[src/rtl/bridge_pkg.sv]
// Shared types and fixed AXI field values for the SRAM-to-AXI bridge.
// Latency: n/a (declarations only).
// Backpressure: n/a.
package bridge_pkg;

    typedef enum logic [3:0] {
        IDLE,
        D_RD_A,
        D_RD_R,
        D_WR,
        D_B,
        D_DONE,
        I_RD_A,
        I_RD_R,
        I_DONE
    } state_t;

    localparam int         ID_INST    = 0;
    localparam int         ID_DATA    = 1;
    localparam logic [2:0] SIZE_WORD  = 3'b010;
    localparam logic [1:0] BURST_INCR = 2'b01;

endpackage

[src/rtl/sram_axi_bridge_if.sv]
// Single AXI3 master port (read + write channels) shared by fetch and data traffic.
// Latency: n/a (wires only).
// Backpressure: standard AXI valid/ready on every channel.
interface sram_axi_bridge_if #(
    parameter int ADDR_W = 32,
    parameter int DATA_W = 32,
    parameter int ID_W   = 4
);
    logic [ID_W-1:0]     arid;
    logic [ADDR_W-1:0]   araddr;
    logic [3:0]          arlen;
    logic [2:0]          arsize;
    logic [1:0]          arburst;
    logic                arvalid;
    logic                arready;
    logic [ID_W-1:0]     rid;
    logic [DATA_W-1:0]   rdata;
    logic [1:0]          rresp;
    logic                rlast;
    logic                rvalid;
    logic                rready;
    logic [ID_W-1:0]     awid;
    logic [ADDR_W-1:0]   awaddr;
    logic [3:0]          awlen;
    logic [2:0]          awsize;
    logic [1:0]          awburst;
    logic                awvalid;
    logic                awready;
    logic [ID_W-1:0]     wid;
    logic [DATA_W-1:0]   wdata;
    logic [DATA_W/8-1:0] wstrb;
    logic                wlast;
    logic                wvalid;
    logic                wready;
    logic [ID_W-1:0]     bid;
    logic [1:0]          bresp;
    logic                bvalid;
    logic                bready;

    modport master (
        output arid, araddr, arlen, arsize, arburst, arvalid, rready,
        output awid, awaddr, awlen, awsize, awburst, awvalid,
        output wid, wdata, wstrb, wlast, wvalid, bready,
        input  arready, rid, rdata, rresp, rlast, rvalid,
        input  awready, wready, bid, bresp, bvalid
    );

    modport slave (
        input  arid, araddr, arlen, arsize, arburst, arvalid, rready,
        input  awid, awaddr, awlen, awsize, awburst, awvalid,
        input  wid, wdata, wstrb, wlast, wvalid, bready,
        output arready, rid, rdata, rresp, rlast, rvalid,
        output awready, wready, bid, bresp, bvalid
    );

endinterface

[src/rtl/bridge_ibuf.sv]
// One-entry fetch buffer: tag + data of the last fetched word, combinational lookup.
// Latency: hit visible in the same cycle; fill/invalidate take effect next cycle.
// Backpressure: none; invalidate wins over a same-cycle fill.
module bridge_ibuf #(
    parameter int ADDR_W = 32,
    parameter int DATA_W = 32
) (
    input  logic              clk,
    input  logic              resetn,
    input  logic              fill,
    input  logic [ADDR_W-1:0] fill_tag,
    input  logic [DATA_W-1:0] fill_data,
    input  logic              inval,
    input  logic [ADDR_W-1:0] lookup_addr,
    output logic              hit,
    output logic [DATA_W-1:0] hit_data
);

    logic              valid_q;
    logic [ADDR_W-1:0] tag_q;
    logic [DATA_W-1:0] data_q;

    always_ff @(posedge clk or negedge resetn) begin
        if (!resetn) begin
            valid_q <= 1'b0;
            tag_q   <= '0;
            data_q  <= '0;
        end else if (inval) begin
            valid_q <= 1'b0;
        end else if (fill) begin
            valid_q <= 1'b1;
            tag_q   <= fill_tag;
            data_q  <= fill_data;
        end
    end

    assign hit      = valid_q && (tag_q == lookup_addr);
    assign hit_data = data_q;

endmodule

[src/rtl/sram_axi_bridge.sv]
// CPU inst/data SRAM ports -> single-beat AXI3 master, one transaction at a time, data first.
// Latency: done 3 cycles after request sampled with zero-wait slave (1 cycle on a fetch-buffer hit).
// Backpressure: each AXI wait cycle adds one cycle; cpu_stall held until done. Option: SRAM_AXI_BRIDGE_IBUF_EN.
module sram_axi_bridge
    import bridge_pkg::*;
#(
    parameter int ADDR_W = 32,
    parameter int DATA_W = 32,
    parameter int ID_W   = 4
) (
    input  logic                clk,
    input  logic                resetn,
    input  logic                inst_req,
    input  logic [ADDR_W-1:0]   inst_addr,
    output logic [DATA_W-1:0]   inst_rdata,
    output logic                inst_done,
    input  logic                data_req,
    input  logic [DATA_W/8-1:0] data_wen,
    input  logic [ADDR_W-1:0]   data_addr,
    input  logic [DATA_W-1:0]   data_wdata,
    output logic [DATA_W-1:0]   data_rdata,
    output logic                data_done,
    output logic                cpu_stall,
    sram_axi_bridge_if.master   axi
);

    state_t                state_q, state_d;
    logic                  aw_ok_q, w_ok_q;
    logic [ADDR_W-1:0]     addr_q;
    logic [DATA_W-1:0]     wdata_q;
    logic [DATA_W/8-1:0]   wstrb_q;
    logic [DATA_W-1:0]     inst_rdata_q, data_rdata_q;
    logic                  ar_hs, r_hs, aw_hs, w_hs, b_hs;
    logic                  ibuf_hit;
    logic [DATA_W-1:0]     ibuf_data;
    logic                  unused_resp;

    assign ar_hs = axi.arvalid & axi.arready;
    assign r_hs  = axi.rvalid  & axi.rready;
    assign aw_hs = axi.awvalid & axi.awready;
    assign w_hs  = axi.wvalid  & axi.wready;
    assign b_hs  = axi.bvalid  & axi.bready;

`ifdef SRAM_AXI_BRIDGE_IBUF_EN
    bridge_ibuf #(
        .ADDR_W (ADDR_W),
        .DATA_W (DATA_W)
    ) u_ibuf (
        .clk         (clk),
        .resetn      (resetn),
        .fill        (state_q == I_RD_R && r_hs),
        .fill_tag    (addr_q),
        .fill_data   (axi.rdata),
        .inval       (state_q == D_B && b_hs),
        .lookup_addr (inst_addr),
        .hit         (ibuf_hit),
        .hit_data    (ibuf_data)
    );
`else
    assign ibuf_hit  = 1'b0;
    assign ibuf_data = '0;
`endif

    always_comb begin
        state_d     = state_q;
        axi.arvalid = 1'b0;
        axi.rready  = 1'b0;
        axi.awvalid = 1'b0;
        axi.wvalid  = 1'b0;
        axi.bready  = 1'b0;
        inst_done   = 1'b0;
        data_done   = 1'b0;
        unique case (state_q)
            IDLE: begin
                if (data_req)
                    state_d = (data_wen == '0) ? D_RD_A : D_WR;
                else if (inst_req)
                    state_d = ibuf_hit ? I_DONE : I_RD_A;
            end
            D_RD_A, I_RD_A: begin
                axi.arvalid = 1'b1;
                if (ar_hs) state_d = (state_q == D_RD_A) ? D_RD_R : I_RD_R;
            end
            D_RD_R, I_RD_R: begin
                axi.rready = 1'b1;
                if (r_hs) state_d = (state_q == D_RD_R) ? D_DONE : I_DONE;
            end
            D_WR: begin
                // each side drops its valid once its own handshake has been seen
                axi.awvalid = ~aw_ok_q;
                axi.wvalid  = ~w_ok_q;
                if ((aw_ok_q | aw_hs) && (w_ok_q | w_hs)) state_d = D_B;
            end
            D_B: begin
                axi.bready = 1'b1;
                if (b_hs) state_d = D_DONE;
            end
            D_DONE: begin
                data_done = 1'b1;
                state_d   = IDLE;
            end
            I_DONE: begin
                inst_done = 1'b1;
                state_d   = IDLE;
            end
            default: state_d = IDLE;
        endcase
    end

    always_ff @(posedge clk or negedge resetn) begin
        if (!resetn) begin
            state_q      <= IDLE;
            aw_ok_q      <= 1'b0;
            w_ok_q       <= 1'b0;
            addr_q       <= '0;
            wdata_q      <= '0;
            wstrb_q      <= '0;
            inst_rdata_q <= '0;
            data_rdata_q <= '0;
        end else begin
            state_q <= state_d;
            if (state_q == IDLE) begin
                addr_q  <= data_req ? data_addr : inst_addr;
                wdata_q <= data_wdata;
                wstrb_q <= data_wen;
            end
            if (state_q == D_WR) begin
                aw_ok_q <= aw_ok_q | aw_hs;
                w_ok_q  <= w_ok_q  | w_hs;
            end else begin
                aw_ok_q <= 1'b0;
                w_ok_q  <= 1'b0;
            end
            if (state_q == D_RD_R && r_hs)
                data_rdata_q <= axi.rdata;
            if (state_q == I_RD_R && r_hs)
                inst_rdata_q <= axi.rdata;
            if (state_q == IDLE && !data_req && inst_req && ibuf_hit)
                inst_rdata_q <= ibuf_data;
        end
    end

    assign inst_rdata  = inst_rdata_q;
    assign data_rdata  = data_rdata_q;
    assign cpu_stall   = (inst_req & ~inst_done) | (data_req & ~data_done);

    assign axi.arid    = (state_q == I_RD_A) ? ID_W'(ID_INST) : ID_W'(ID_DATA);
    assign axi.araddr  = addr_q;
    assign axi.arlen   = 4'd0;
    assign axi.arsize  = SIZE_WORD;
    assign axi.arburst = BURST_INCR;
    assign axi.awid    = ID_W'(ID_DATA);
    assign axi.awaddr  = addr_q;
    assign axi.awlen   = 4'd0;
    assign axi.awsize  = SIZE_WORD;
    assign axi.awburst = BURST_INCR;
    assign axi.wid     = ID_W'(ID_DATA);
    assign axi.wdata   = wdata_q;
    assign axi.wstrb   = wstrb_q;
    assign axi.wlast   = 1'b1;

    // responses and ids are never checked: only one transaction is ever outstanding
    assign unused_resp = ^{axi.rid, axi.rresp, axi.rlast, axi.bid, axi.bresp};

endmodule

[src/flat_wrapper.sv]
// flat-port wrapper written by rule: the top's interface ports become plain ports
module sram_axi_bridge_flat import bridge_pkg::*;
#(
    parameter int ADDR_W = 32,
    parameter int DATA_W = 32,
    parameter int ID_W   = 4
)
  (clk, resetn, inst_req, inst_addr, inst_rdata, inst_done, data_req, data_wen, data_addr, data_wdata, data_rdata, data_done, cpu_stall, axi_arid, axi_araddr, axi_arlen, axi_arsize, axi_arburst, axi_arvalid, axi_rready, axi_awid, axi_awaddr, axi_awlen, axi_awsize, axi_awburst, axi_awvalid, axi_wid, axi_wdata, axi_wstrb, axi_wlast, axi_wvalid, axi_bready, axi_arready, axi_rid, axi_rdata, axi_rresp, axi_rlast, axi_rvalid, axi_awready, axi_wready, axi_bid, axi_bresp, axi_bvalid);
  sram_axi_bridge_if #(.ADDR_W(ADDR_W), .DATA_W(DATA_W), .ID_W(ID_W)) axi_i ();
  input  logic clk;
  input  logic resetn;
  input  logic inst_req;
  input  logic [ADDR_W-1:0] inst_addr;
  output logic [DATA_W-1:0] inst_rdata;
  output logic inst_done;
  input  logic data_req;
  input  logic [DATA_W/8-1:0] data_wen;
  input  logic [ADDR_W-1:0] data_addr;
  input  logic [DATA_W-1:0] data_wdata;
  output logic [DATA_W-1:0] data_rdata;
  output logic data_done;
  output logic cpu_stall;
  output wire logic [$bits(axi_i.arid)-1:0] axi_arid;
  output wire logic [$bits(axi_i.araddr)-1:0] axi_araddr;
  output wire logic [$bits(axi_i.arlen)-1:0] axi_arlen;
  output wire logic [$bits(axi_i.arsize)-1:0] axi_arsize;
  output wire logic [$bits(axi_i.arburst)-1:0] axi_arburst;
  output wire logic [$bits(axi_i.arvalid)-1:0] axi_arvalid;
  output wire logic [$bits(axi_i.rready)-1:0] axi_rready;
  output wire logic [$bits(axi_i.awid)-1:0] axi_awid;
  output wire logic [$bits(axi_i.awaddr)-1:0] axi_awaddr;
  output wire logic [$bits(axi_i.awlen)-1:0] axi_awlen;
  output wire logic [$bits(axi_i.awsize)-1:0] axi_awsize;
  output wire logic [$bits(axi_i.awburst)-1:0] axi_awburst;
  output wire logic [$bits(axi_i.awvalid)-1:0] axi_awvalid;
  output wire logic [$bits(axi_i.wid)-1:0] axi_wid;
  output wire logic [$bits(axi_i.wdata)-1:0] axi_wdata;
  output wire logic [$bits(axi_i.wstrb)-1:0] axi_wstrb;
  output wire logic [$bits(axi_i.wlast)-1:0] axi_wlast;
  output wire logic [$bits(axi_i.wvalid)-1:0] axi_wvalid;
  output wire logic [$bits(axi_i.bready)-1:0] axi_bready;
  input wire logic [$bits(axi_i.arready)-1:0] axi_arready;
  input wire logic [$bits(axi_i.rid)-1:0] axi_rid;
  input wire logic [$bits(axi_i.rdata)-1:0] axi_rdata;
  input wire logic [$bits(axi_i.rresp)-1:0] axi_rresp;
  input wire logic [$bits(axi_i.rlast)-1:0] axi_rlast;
  input wire logic [$bits(axi_i.rvalid)-1:0] axi_rvalid;
  input wire logic [$bits(axi_i.awready)-1:0] axi_awready;
  input wire logic [$bits(axi_i.wready)-1:0] axi_wready;
  input wire logic [$bits(axi_i.bid)-1:0] axi_bid;
  input wire logic [$bits(axi_i.bresp)-1:0] axi_bresp;
  input wire logic [$bits(axi_i.bvalid)-1:0] axi_bvalid;
  assign axi_arid = axi_i.arid;
  assign axi_araddr = axi_i.araddr;
  assign axi_arlen = axi_i.arlen;
  assign axi_arsize = axi_i.arsize;
  assign axi_arburst = axi_i.arburst;
  assign axi_arvalid = axi_i.arvalid;
  assign axi_rready = axi_i.rready;
  assign axi_awid = axi_i.awid;
  assign axi_awaddr = axi_i.awaddr;
  assign axi_awlen = axi_i.awlen;
  assign axi_awsize = axi_i.awsize;
  assign axi_awburst = axi_i.awburst;
  assign axi_awvalid = axi_i.awvalid;
  assign axi_wid = axi_i.wid;
  assign axi_wdata = axi_i.wdata;
  assign axi_wstrb = axi_i.wstrb;
  assign axi_wlast = axi_i.wlast;
  assign axi_wvalid = axi_i.wvalid;
  assign axi_bready = axi_i.bready;
  assign axi_i.arready = axi_arready;
  assign axi_i.rid = axi_rid;
  assign axi_i.rdata = axi_rdata;
  assign axi_i.rresp = axi_rresp;
  assign axi_i.rlast = axi_rlast;
  assign axi_i.rvalid = axi_rvalid;
  assign axi_i.awready = axi_awready;
  assign axi_i.wready = axi_wready;
  assign axi_i.bid = axi_bid;
  assign axi_i.bresp = axi_bresp;
  assign axi_i.bvalid = axi_bvalid;
  sram_axi_bridge #(.ADDR_W(ADDR_W), .DATA_W(DATA_W), .ID_W(ID_W)) u_core (.clk(clk), .resetn(resetn), .inst_req(inst_req), .inst_addr(inst_addr), .inst_rdata(inst_rdata), .inst_done(inst_done), .data_req(data_req), .data_wen(data_wen), .data_addr(data_addr), .data_wdata(data_wdata), .data_rdata(data_rdata), .data_done(data_done), .cpu_stall(cpu_stall), .axi(axi_i));
endmodule
[config.mk]
export PLATFORM = sky130hd
export DESIGN_NAME = sram_axi_bridge_flat
export DESIGN_NICKNAME = d
export VERILOG_FILES = /design/src/rtl/bridge_pkg.sv /design/src/rtl/sram_axi_bridge_if.sv /design/src/rtl/bridge_ibuf.sv /design/src/rtl/sram_axi_bridge.sv /design/src/flat_wrapper.sv
export SDC_FILE = /design/constraint.sdc
export NUM_CORES = 1
export LEC_CHECK = 0
export BUFFER_PORTS_ARGS = -buffer_cell sky130_fd_sc_hd__buf_2
export CAP_MARGIN = 15
export CORE_AREA = 2 2 137 139
export CTS_BUF_LIST = sky130_fd_sc_hd__clkbuf_4 sky130_fd_sc_hd__clkbuf_8
export DETAILED_ROUTE_END_ITERATION = 8
export DIE_AREA = 0 0 139 141
export SLEW_MARGIN = 20
export SYNTH_ARGS = -nofsm -noshare
export SYNTH_HDL_FRONTEND = slang
export SYNTH_SLANG_ARGS = --single-unit
[constraint.sdc]
create_clock -name clk -period 2.96 [get_ports clk]
set_clock_uncertainty 0.2 [all_clocks]
set_input_delay 0.148 -clock clk [delete_from_list [all_inputs] [get_ports clk]]
set_output_delay 0.148 -clock clk [all_outputs]
set_load 0.03 [all_outputs]
# Word-level counts from Yosys, hierarchy flattened
# Index checks and enable logic that the tools add are counted.
[totals]
regBits = 138
latch_bits = 0
ram_bits = 0
rom_bits = 0
output_inout_bits = 203
memories = 0
[op_classes]
add_sub_neg = 0
multipliers = 0
div_mod_pow = 0
n_lt_le_gt_ge = 0
eq_ne = 13
shifts = 0
muxes = 21
n_bitwise = 14
n_reduce_logical = 8
[ops]
columns = ["op", "count"]
rows = [
  ["2-to-1 mux 32 bit", 1],
  ["2-to-1 mux 4 bit", 7],
  ["case mux 4 bit (5 select lines)", 1],
  ["== test 4 x 3 -> 1 bit, second input constant", 4],
  ["2-to-1 mux 1 bit", 10],
  ["== test 4 x 2 -> 1 bit, second input constant", 2],
  ["logical NOT 4 bit", 2],
  ["!= test 2 x 1 -> 1 bit, second input constant", 4],
  ["bitwise AND 1 bit", 7],
  ["AND reduction 5 bit", 1],
  ["== test 4 x 1 -> 1 bit, second input constant", 1],
  ["== test 4 bit, second input constant", 1],
  ["NOT 1 bit", 4],
  ["OR reduction 2 bit", 2],
  ["logical AND 1 bit", 3],
  ["2-to-1 mux 3 bit", 1],
  ["!= test 3 bit, second input constant", 1],
  ["bitwise OR 1 bit", 3],
  ["2-to-1 mux 2 bit", 1],
]

# Longest topological paths before layout
# Gate-level depths: netlist (run 1).
[depth]
word_depth = 7
ltp_mapped = 6
mapped_depth_nobuf = 4

# Least setup slack after synthesis (run 1)
# OpenSTA, ideal clock, no wires.
[synth_timing]
path_kind = "register -> output"
startpoint = "register u_core.state_q[1]"
endpoint = "output port cpu_stall"
arrival_time_ns = 2.121
required_time_ns = 2.612
path_slack_ns = 0.491
path_stages_with_launch = 4
n_path_buf = 1
path_cell_list = "dfrtp_1 -> buf_2 -> nor4_1 -> o22ai_1"
[synth_between]
elab_chain_cells = 5
elab_cells_between_ends = 9
[synth_lines]
columns = ["item", "line_no", "rtl"]
rows = [
  ["start: declaration", "sram_axi_bridge.sv:27", "state_t state_q, state_d;"],
  ["start signal: assignment", "sram_axi_bridge.sv:121", "state_q <= state_d;"],
  ["== test 4 bit", "sram_axi_bridge.sv:73", "unique case (state_q)"],
  ["2-to-1 mux 1 bit", "sram_axi_bridge.sv:73", ""],
  ["net inst_done", "flat_wrapper.sv:15", "output logic inst_done;"],
  ["NOT 1 bit", "sram_axi_bridge.sv:145", "assign cpu_stall = (inst_req & ~inst_done) | (data_req & ~data_done);"],
  ["bitwise AND 1 bit", "sram_axi_bridge.sv:145", ""],
  ["bitwise OR 1 bit", "sram_axi_bridge.sv:145", ""],
  ["end: declaration", "flat_wrapper.sv:22", "output logic cpu_stall;"],
]
# The timed path passes the listed nets, and every way through them passes these cells.

# Final worst setup path (run 1)
[layout_timing]
startpoint = "register u_core.state_q[1]"
endpoint = "output port axi_arvalid"
[layout_between]
elab_chain_cells = 3
elab_cells_between_ends = 4
[layout_lines]
columns = ["item", "line_no", "rtl"]
rows = [
  ["== test 4 x 3 -> 1 bit / == test 4 x 1 -> 1 bit (equally long branches)", "sram_axi_bridge.sv:73", ""],
  ["OR reduction 2 bit (*)", "sram_axi_bridge.sv:73", ""],
  ["2-to-1 mux 1 bit (*)", "sram_axi_bridge.sv:73", ""],
  ["end: declaration", "flat_wrapper.sv:28", "output wire logic [$bits(axi_i.arvalid)-1:0] axi_arvalid;"],
]
# Every way passes the cells marked *; elsewhere a longest branch is shown, timed or not.

==> results of run 1 <==
[kinds of logic (layout without fill, tap and decap cells)]
| kind of cell | after synthesis | after routing | synth area share [%] |
|---|---|---|---|
| DFF | 138 | 138 | 56.7 |
| and+or+nand+nor | 67 | 67 | 4.97 |
| buffers and inverters | 92 | 496 | 10.1 |
| muxes | 135 | 135 | 24.3 |
| AOI/OAI and AO/OA | 42 | 42 | 3.82 |
| other | 2 | 30 | 0.123 |
[path summary, 6_finish.rpt]
kind | to | cells past startpoint
worst max-delay path | axi_arvalid | 3
worst min-delay path | u_core.state_q[0] | 4
worst max register to register | u_core.state_q[2] | 4
worst min register to register | u_core.data_rdata[10] | 1
max in group asynchronous | u_core.inst_rdata[23] | 4
min in group asynchronous | u_core.inst_rdata[26] | 3
[critical path, stage by stage, from the launching register on]
cell,delay (ns)
dfrtp_1,0.55
or3b_2,0.52
a21oi_1,0.17
buf_2,0.24
[through the flow]
stage	power (mW)	util, %	area (um2)
finish	10.9	51.5	9410
global route	11.5	51.5	9410
CTS	11.0	51.5	9410
detailed placement	8.93	41.4	7560
global placement	8.86	41.4	7560
floorplan	7.57	-	6200
[registers in the layout (all words and copies together) (netlist names)]
signal	flops
u_core.axi.araddr	32
u_core.axi.wdata	32
u_core.data_rdata	32
u_core.inst_rdata	32
u_core.axi.wstrb	4
u_core.state_q	4
u_core.aw_ok_q	1
u_core.w_ok_q	1
[per-layer routing]
metal,wire length (um),vias to the layer above
met5,13,-
met3,1530,23
met4,289,2
met2,8530,228
li1,-,2389
met1,6540,2390
[cell usage after synthesis (all sizes together)]
| cell type | n | area [um2] |
|---|---|---|
| dfrtp | 138 | 3450 |
| mux2 | 101 | 1140 |
| buf | 85 | 592 |
| nor2 | 42 | 160 |
| a21oi | 34 | 170 |
| mux2i | 34 | 340 |
| nor3 | 6 | 30.0 |
| inv | 5 | 18.8 |
| nand2 | 5 | 18.8 |
| nor4 | 5 | 31.3 |
| a2111oi | 2 | 18.8 |
| clkbuf | 2 | 7.51 |
| conb | 2 | 7.51 |
| nor2b | 2 | 12.5 |
| o22ai | 2 | 12.5 |
| a211o | 1 | 8.76 |
| a21o | 1 | 7.51 |
| a32o | 1 | 10.0 |
| and2 | 1 | 6.26 |
| and2b | 1 | 7.51 |
| nand2b | 1 | 6.26 |
| nand3 | 1 | 5.00 |
| nand3b | 1 | 7.51 |
| nor4b | 1 | 8.76 |
| o21ai | 1 | 5.00 |
| or3b | 1 | 8.76 |
[power by group through the flow]
stage                     Combinational (mW)  Clock (mW)  Sequential [mW]
final                                   5.65        1.83             3.38
after global routing                    6.00        1.98             3.52
after CTS                               5.69        1.90             3.38
after detailed placement                5.53           0             3.40
after global placement                  5.49           0             3.37
after floorplan                         2.46           0             5.11
[area by class of cell]
| cell class | instances | area (um2) | area share (%) |
|---|---|---|---|
| clock inverters | 14 | 233 | 2.47 |
| multi-input cells | 274 | 2130 | 22.7 |
| repair buffers | 459 | 3040 | 32.3 |
| clock buffers | 18 | 241 | 2.57 |
| inverters | 5 | 18.8 | 0.199 |
| flip-flops and latches | 138 | 3450 | 36.7 |
| well taps | 234 | 293 | 3.11 |
[what timing repair did]
item / CTS / global route
hold buffers: 137 / 0
resized for setup: 0 / 0
endpoints found under the setup margin: 0 / 0
endpoints found under the hold margin: 273 / 0
==> results_dict.tcl, run 1 <==
set metrics [dict create \
    outcome "finished clean" \
    die-area_um2 19600 \
    routed_via_density 4.41 \
    fin_setup_tns_ns 0 \
    met3_usage_pct 7.24 \
    whs_ns 0.0657 \
    path_max_fanout 15 \
    cts_tree "yes" \
    p_switching_mw 5.05 \
    max_slew_margin_pct 57.3 \
    h-tree-depth 4 \
    antenna_left 0 \
    synth_cell_types 30 \
    place_ws_ns 0.829 \
    dp.final_hpwl_mm 11.5 \
    start_kind "register" \
    layout_setup_ws_ns 0.707 \
    switching_share_pct 46.5 \
    drive_gt1_share_pct 50.4 \
    seqPwrFrac_pct 31.2 \
    start_util_pct 33.3 \
    root_buffer "clkbuf_8" \
    endpoint_kind "output pin" \
    globalRouteOverflowTotal 0 \
    grt_setup_unrepaired "false" \
    port_buffers 313 \
    power_density_nw_per_um2 1150 \
    hold_viol 0 \
    ff2ff_setup_slack_ns 0.81 \
    synthCells 476 \
    leakage_nw 4.63 \
    grt_pass1_wl_mm 26.8 \
    io_pins 357 \
    synth_area_per_cell_um2 12.8 \
    synth-seq-cells 138 \
    firstDrtPassIters 4 \
    die_w_um 139 \
    synthesis.area_um2 6090 \
    grt_use_met1_pct 18.8 \
    final-max-slew-violation-count 0 \
    final_common_cell "buf_2" \
    rows 50 \
    crit_path_start "u_core.state_q[1]" \
    critPathRequiredTime_ns 2.61 \
    antenna_found_initial 1 \
    grt_use_total_pct 17.2 \
    use_met2_pct 30.3 \
    fmaxAchievable_mhz 444 \
    syn2layout_area_growth_pct 54.4 \
    diodes 0 \
    synth_warnings 0 \
    setup_viol 0 \
    fill_cells 1614 \
    p_comb_share_pct 52.0 \
    hold_class "in2reg" \
    intPower_mw 5.81 \
    clkTransAtPathRegs_ns 0.08 \
    crit-reg2reg-launch "u_core.state_q[1]" \
    core_region_area_um2 18300 \
    worstSetupPathType "reg2out" \
    timing_worst_slew_pin_value_ns 0.640 \
    worstPathArrival_ns 1.90 \
    drtIter0Drc 129 \
    post-route-period-util_pct 76.1 \
    drc 0 \
    final_cell_mix "312 x buf_2, 138 x dfrtp_1, 137 x dlygate4sd3_1" \
    stdcell_count 1142 \
    first_global_vias 5322 \
    dpl.cell_count 973 \
    hp-start "data_req" \
    max-cap-violations 0 \
    cts.sinks 138 \
    busiest_layer "met2" \
    clk_latency_ns 0.43 \
    nets 1049 \
    power_frac_clock_pct 16.8 \
    post_cts_buffers 0 \
    grt_start_max_net_pins 78 \
    gp_congestion 0.766 \
    clock_path_buffers 2 \
    die_y_um 141 \
    ys_seq_area_share_pct 56.7 \
    wl_mm 16.9 \
    timing.final.crit_period_ns 2.25 \
    wl_per_cell_um 14.8 \
    peakVddDrop_v 0.000601 \
    vias 5032 \
    cts_buffers 17 \
]
No activity file was read; power rests on OpenSTA's default activity.
==> inputs of run 2 (changes only) <==
PLACE_DENSITY = 0.67   (was not set)
clock period = 2.05 ns   (was 2.96 ns; I/O delays follow)
==> run 2 against run 1 <==
Effect of this change: flip-flop and latch count is the same; routed wire length grew 4.8%; non-clock buffer count grew 14; via count grew 3.0%; core utilization grew 0.98 points; critical endpoint is now u_core.state_q[0]; clock power grew 25%.
==> results_dict.tcl, run 2 (same netlist as run 1, synthesis figures left out) <==
set metrics [dict create \
    start_kind "register" \
    port_buffers 313 \
    post-route-period-util_pct 97.3 \
    p_switching_mw 7.37 \
    placed_area_um2 7720 \
    die_w_um 139 \
    fmaxAchievable_mhz 502 \
    final_cell_mix "310 x buf_2, 137 x dlygate4sd3_1, 134 x dfrtp_1" \
    clkTransAtPathRegs_ns 0.08 \
    clock_path_buffers 2 \
    peakVddDrop_v 0.000924 \
    fin_area_um2 9590 \
    vias 5183 \
    dp.final_hpwl_mm 12.0 \
    grt_start_max_net_pins 61 \
    power_density_nw_per_um2 1640 \
    leakage_nw 4.70 \
    worstSetupPathType "reg2reg" \
    critPathRequiredTime_ns 2.17 \
    grt_use_total_pct 17.8 \
    rows 50 \
    place_ws_ns 0.00352 \
    cts_buffers 17 \
    antenna_left 0 \
    outcome "finished clean" \
    final-max-slew-violation-count 0 \
    max_stage_delay_ns 0.47 \
    cts.sinks 138 \
    stdcell_count 1156 \
    globalRouteOverflowTotal 0 \
    intPower_mw 8.36 \
    hold_class "in2reg" \
    first_global_vias 5281 \
    clk_latency_ns 0.42 \
    worstPathArrival_ns 2.11 \
    final_common_cell "buf_2" \
    cts_tree "yes" \
    seqPwrFrac_pct 30.7 \
    wl_per_cell_um 15.3 \
    h-tree-depth 4 \
    routed_via_density 4.48 \
    timing.final.crit_period_ns 1.99 \
    grt_setup_unrepaired "true" \
    timing_worst_slew_pin_value_ns 0.492 \
    syn2layout_area_growth_pct 57.4 \
    hold_viol 0 \
    cp_cell_sequence "buf_4 -> nor4b_1 -> a21o_1 -> a211o_1 -> mux2_2" \
    p_comb_share_pct 54.8 \
    endpoint_kind "register" \
    path_max_fanout 9 \
    fill_cells 1559 \
    final_util_pct 52.5 \
    nets 1063 \
    wl_mm 17.7 \
    drc 0 \
    dpl.cell_count 981 \
    root_buffer "clkbuf_8" \
    max_slew_margin_pct 66.3 \
    core_region_area_um2 18300 \
    drive_gt1_share_pct 52.0 \
    grt_pass1_wl_mm 27.3 \
    crit_path_top_delay_cell "dfrtp_2" \
    die_y_um 141 \
    switching_share_pct 46.9 \
    firstDrtPassIters 4 \
    setup_viol 0 \
    p_total_mw 15.7 \
    power_frac_clock_pct 14.5 \
    layout_setup_ws_ns 0.0561 \
    io_pins 357 \
    gp_congestion 0.764 \
    max-cap-violations 0 \
    antenna_found_initial 1 \
    die-area_um2 19600 \
    drtIter0Drc 150 \
    start_util_pct 33.3 \
]
-- run 2: cell count changes in the layout (fill, tap and decap cells not counted), moves of 2 or more --
cell	change
buf_4	+7
buf_12	+6
dfrtp_1	-4
dfrtp_2	+4
bufinv_16	-3
buf_2	-2
buf_6	+2
clkbuf_8	+2
clkinv_2	+2
-- run 2: per-stage QoR --
step | hold slack (ns) | TNS [ns]
2_1_floorplan | -0.393 | 0
3_3_place_gp | -0.152 | 0
3_5_place_dp | -0.150 | 0
4_1_cts | 0.0229 | 0
5_1_grt | 0.148 | -0.0894
6_report | 0.0588 | 0
-- run 2: power groups by stage --
stage | combinational, mW | clock, mW | sequential [mW]
after floorplan | 3.57 | 0 | 7.38
after global placement | 8.15 | 0 | 4.83
after detailed placement | 8.23 | 0 | 4.87
after CTS | 8.54 | 2.36 | 4.82
after global routing | 9.11 | 2.46 | 5.01
final | 8.63 | 2.28 | 4.83
-- run 2: final timing paths --
path	start	endpoint	cells past startpoint	slack, ns
min reg2reg	u_core.data_rdata[17]	u_core.data_rdata[17]	1	0.30
min in group asynchronous	resetn	u_core.inst_rdata[16]	3	0.48
max reg2reg	u_core.state_q[2]	u_core.state_q[0]	5	0.06
min	data_req	u_core.state_q[0]	4	0.06
max	u_core.state_q[2]	u_core.state_q[0]	5	0.06
max in group asynchronous	resetn	u_core.axi.araddr[30]	4	0.49
-- run 2: what timing repair did --
item | CTS | global route
hold endpoints to repair | 274 | 0
gates resized for setup | 7 | 7
pin swaps | 0 | 1
setup endpoints to repair | 4 | 6
hold buffers | 137 | 0
buffers inserted | 3 | 3
-- run 2: critical path, delay by kind of cell, from the launching register on --
kind | cells | cell delay (ns)
multiplexers | 1 | 0.35
buffers and inverters | 1 | 0.17
AND/OR/NAND/NOR | 1 | 0.34
flip-flops | 1 | 0.47
AO/OA/AOI/OAI | 2 | 0.35
-- run 2: cell type report --
cell class              count  area (um2)  area share [%]
inverters                   5        18.8           0.196
repair buffers            473        3250            33.9
flip-flops and latches    138        3460            36.1
diodes                      1        2.50          0.0261
multi-input cells         274        2160            22.6
clock buffers              19         262            2.73
clock inverters            12         140            1.46
well taps                 234         293            3.05
-- run 2: per-layer routing --
| metal | vias to the layer above | GRT usage, % | share of wire [%] |
|---|---|---|---|
| met5 | - | 0 | 0 |
| met4 | 0 | 6.59 | 2.1 |
| met3 | 24 | 6.01 | 7.2 |
| met2 | 223 | 33.2 | 53 |
| met1 | 2512 | 18.5 | 37 |
| li1 | 2424 | - | - |
